===== config.mk =====
export PLATFORM = sky130hd
export DESIGN_NAME = shiftregister_rx
export DESIGN_NICKNAME = d
export VERILOG_FILES = /design/src/rtl/shiftregister_rx_pkg.sv /design/src/rtl/shiftregister_rx_sipo_core.sv /design/src/rtl/shiftregister_rx.sv
export SDC_FILE = /design/constraint.sdc
export NUM_CORES = 1
export LEC_CHECK = 0
export BUFFER_PORTS_ARGS = -buffer_cell sky130_fd_sc_hd__buf_2
export CAP_MARGIN = 20
export CORE_AREA = 3 3 40 42
export DETAILED_ROUTE_END_ITERATION = 7
export DIE_AREA = 0 0 43 45
export GPL_TIMING_DRIVEN = 0
export PLACE_DENSITY = 0.6
export SKIP_CTS_REPAIR_TIMING = 1
export SYNTH_ARGS = -nofsm -noshare
export SYNTH_HDL_FRONTEND = slang
export SYNTH_HIERARCHICAL = 1
export SYNTH_SLANG_ARGS = --single-unit

===== constraint.sdc =====
create_clock -name clk -period 2.8 [get_ports clk]
set_input_delay 0.84 -clock clk [delete_from_list [all_inputs] [get_ports clk]]
set_output_delay 0.84 -clock clk [all_outputs]
set_load 0.02 [all_outputs]

===== src/rtl/shiftregister_rx_pkg.sv =====
// Shared definitions for the shiftregister_rx serial receiver:
// default word width, counter-width helper and holding-register state encoding.
package shiftregister_rx_pkg;

  localparam int N_DEFAULT = 4;

  function automatic int clog2(input int value);
    int result;
    result = 0;
    while ((1 << result) < value) result++;
    return result;
  endfunction

  typedef enum logic {
    EMPTY = 1'b0,
    FULL  = 1'b1
  } hold_state_e;

endpackage


===== src/rtl/shiftregister_rx_sipo_core.sv =====
// Serial-in/parallel-out core: MSB-first shift register plus bit counter,
// pulsing word_done on the strobe that carries the last bit of a word.
module sipo_core
  import shiftregister_rx_pkg::*;
#(
  parameter int N     = N_DEFAULT,
  parameter int CNT_W = clog2(N)
) (
  input  logic             clk,
  input  logic             rst,
  input  logic             en,
  input  logic             si,
  input  logic             clr,
  output logic [N-1:0]     word,
  output logic             word_done,
  output logic [CNT_W-1:0] bitcnt
);

  logic [N-1:0]     sh_q, sh_d;
  logic [CNT_W-1:0] cnt_q, cnt_d;

  // word is the shift result of this edge, so it already includes the incoming bit.
  assign word   = {sh_q[N-2:0], si};
  assign bitcnt = cnt_q;

  always_comb begin
    // NOTE: every always_comb output gets a default first so no path leaves it unassigned (no latch).
    sh_d      = sh_q;
    cnt_d     = cnt_q;
    word_done = 1'b0;
    if (clr) begin
      sh_d  = '0;
      cnt_d = '0;
    end else if (en) begin
      sh_d = word;
      if (cnt_q == CNT_W'(N - 1)) begin
        cnt_d     = '0;
        word_done = 1'b1;
      end else begin
        cnt_d = cnt_q + 1'b1;
      end
    end
  end

  always_ff @(posedge clk or negedge rst) begin
    // NOTE: state registers use non-blocking assignments so all flops update together on the edge.
    if (!rst) begin
      sh_q  <= '0;
      cnt_q <= '0;
    end else begin
      sh_q  <= sh_d;
      cnt_q <= cnt_d;
    end
  end

endmodule


===== src/rtl/shiftregister_rx.sv =====
// Serial-to-parallel receiver: sipo_core feeds a one-deep holding register
// with a valid/ready handshake and a sticky overrun flag.
module shiftregister_rx
  import shiftregister_rx_pkg::*;
#(
  parameter int N     = N_DEFAULT,
  parameter int CNT_W = clog2(N)
) (
  input  logic             clk,
  input  logic             rst,
  input  logic             en,
  input  logic             si,
  input  logic             clr,
  output logic [N-1:0]     dout,
  output logic             valid,
  input  logic             ready,
  output logic             ovf,
  output logic [CNT_W-1:0] bitcnt
);

  logic [N-1:0] word;
  logic         word_done;

  hold_state_e  state_q, state_d;
  logic [N-1:0] dout_q, dout_d;
  logic         ovf_q, ovf_d;

  sipo_core #(.N(N), .CNT_W(CNT_W)) u_core (
    .clk       (clk),
    .rst       (rst),
    .en        (en),
    .si        (si),
    .clr       (clr),
    .word      (word),
    .word_done (word_done),
    .bitcnt    (bitcnt)
  );

  always_comb begin
    state_d = state_q;
    dout_d  = dout_q;
    ovf_d   = ovf_q;
    case (state_q)
      EMPTY: begin
        if (word_done) begin
          dout_d  = word;
          state_d = FULL;
        end
      end
      FULL: begin
        if (ready) begin
          // A word consumed on the same edge a new one completes refills the slot.
          if (word_done) dout_d = word;
          else           state_d = EMPTY;
        end else if (word_done) begin
          ovf_d = 1'b1;
        end
      end
      default: state_d = EMPTY;
    endcase
    if (clr) ovf_d = 1'b0;
  end

  always_ff @(posedge clk or negedge rst) begin
    if (!rst) begin
      state_q <= EMPTY;
      dout_q  <= '0;
      ovf_q   <= 1'b0;
    end else begin
      state_q <= state_d;
      dout_q  <= dout_d;
      ovf_q   <= ovf_d;
    end
  end

  assign dout  = dout_q;
  assign valid = (state_q == FULL);
  assign ovf   = ovf_q;

endmodule

==> qor.yml <==
run_status:
  status: "complete, no violations"
timing:
  max_slew_margin: 0.813
  clock-skew-final_ns: 0.000778
  drv_slew: 0
  period_share: 0.612
  worst_slew_pin_slew_ns: 0.280
  rsz0062_at_grt: "no"
  hold_viol_final: 0
  fmax_ghz: 0.583
  finalSetupViolCount: 0
  finalSetupTns_ns: 0
  period_minus_slack_ns: 1.71
setup_path:
  cp_cell_sequence: "buf_2"
  rrSetupSlack_ns: 1.42
  worst-r2r-cell-count: 5
  crit_family: "flip-flops"
  start_kind: "flop"
  crit_path_max_incr_delay_ns: 0.42
  cpMaxStageDelayCell: "dfrtp_1"
  arrival_ns: 0.87
  end_kind: "primary output"
  crit_type: "reg -> out"
  crit_buf_inv: 1
  cp.depth: 1
  r2r_start: "u_core/bitcnt[0]"
  cp.required_ns: 1.96
  crit_fanout: 3
  r2r-end: "dout[3]"
synthesis:
  synth-simple-area-share: 0.148
  yosysTopAreaCellShare: 0.551
  synth_top_area_cell: "dfrtp_1"
  syn_nets: 44
  synth-xor-area-share: 0
  ys_seq_elements: 11
  synth_common_cells: "11 x dfrtp_1, 6 x nor2_1, 4 x mux2_4, 4 x mux2i_1"
  synth_top_family_by_area: "multiplexers"
  ys_seq_area_frac: 0.551
  yosysUniqueCellTypes: 16
  yosysWarnings: 6
  syn_inst: 37
  synth_compound_area_frac: 0.0301
  synth_ff_type: "dfrtp_1"
  yosysMostFrequentCell: "dfrtp_1"
  synth_fa_ha_area_frac: 0.0251
  synth.avg_cell_area_um2: 13.5
  syn_area_um2: 499
  async_reset_ff_frac: 1.00
  synth_area_leaders: "dfrtp_1 55%, mux2_4 12%, mux2i_1 8.0%, nor2_1 4.5%, nand2b_4 2.8%"
  synth_edf_count: 0
  synthMuxAreaShare: 0.201
route:
  first_pass_iters: 2
  drt_iter0_drc: 2
  routedWlPerCell_um: 11.5
  drc_errors: 0
  vias: 311
  vias_per_cell: 4.57
  routed_wl_um: 781
  ant_nets: 0
floorplan:
  start_util: 0.389
  core_um2: 1280
  boundaryPins: 14
  die_area_um2: 1940
  die_w_um: 43
  die_h_um: 45
  row_count: 13
clocking:
  cts_made_buffers: 3
  cts.path.max_buffers: 2
  clk_pin_slew_worst_paths_ns: 0.07
  clock_latency_ns: 0.26
  cts_tree: "built"
  ctsRootBufferMaster: "clkbuf_4"
  htree_levels: 1
  clkSinkCount: 11
layout:
  drive_above_1_share: 0.453
  fin_cells: 68
  n_antenna_cell: 0
  area_delta_synth_final_pct: 21.1
  fin_nets: 61
pwr:
  irDropWorstVdd_v: 0.000246
  p_int_uw: 240
  pwr-share-seq: 0.539
  power_uw: 318
  power_frac_clock: 0.332
  switching_share: 0.243
  power_density_nw_per_um2: 525
  p_leak_uw: 0.000349
  switchingPower_uw: 77.1
  share_comb_of_total_power: 0.129
placement:
  io_buffers: 12
  globalplace.congestion: 0.607
  placed_cells: 64
global_routing:
  grt_antenna_before_repair: 0
  grt_max_degree: 12
  grt_pass1_wl_um: 1440
  grt_pass1_vias: 314
  gr-total-overflow: 0
  grt_use_total: 0.102
job:
  max-cap-violations: 0
hold_path:
  hold_class: "in -> async"
[power by group through the flow]
stage	clock, uW	sequential [uW]	combinational, uW
global placement	0	174	41.4
finish	106	171	40.9
floorplan	0	181	18.6
detailed placement	0	174	41.7
CTS	110	171	41.7
global route	120	173	45.3
[registers in the layout (all words and copies together) (netlist names)]
signal,count
u_core/bitcnt,2
dout,4
ovf,1
valid,1
u_core/sh_q,3
[cell families after synthesis]
| family | count (synthesis) |
|---|---|
| and+or+nand+nor | 12 |
| DFF | 11 |
| muxes | 8 |
| buffers and inverters | 3 |
| AOI/OAI and AO/OA | 2 |
| adders and majority gates | 1 |
[final cells by class]
cell class                      count  area, um2
Buffer                              2       18.8
Clock buffer                        4       26.3
Fill cell                         121        681
Inverter                            1       3.75
Multi-Input combinational cell     23        201
Sequential cell                    11        275
Tap cell                           15       18.8
Timing Repair Buffer               12       60.1
[per-stage QoR]
stage,util,area [um2],setup slack [ns],hold slack (ns)
floorplan,-,499,1.08,0.481
global placement,0.450,578,0.971,0.481
detailed placement,0.450,578,0.969,0.486
CTS,0.470,604,1.07,0.433
global route,0.470,604,1.03,0.435
finish,0.470,604,1.09,0.432
[metal layers]
metal	wire length, um	track usage
met5	0	0
met4	0	0.0542
met3	55	0.0359
met2	331	0.147
met1	394	0.135
[worst max path at each step]
stage,slack (ns),end,from
2_1_floorplan,1.08,dout[0],en
3_3_place_gp,0.97,dout[1],clr
3_5_place_dp,0.97,dout[3],clr
4_1_cts,1.07,valid,valid
5_1_grt,1.03,valid,valid
6_report,1.09,valid,valid
[layout by cell type, fill, tap and decap left out, drive strengths merged]
cell and n:
mux2i 4, dfrtp 11, a21oi 1, buf 14, ha 1, or3b 1, or2b 1, mux2 4
inv 1, a31oi 1, nand2b 2, clkbuf 4, nand2 2, nor2 6
Note: power is estimated with default switching activity, not from simulation.
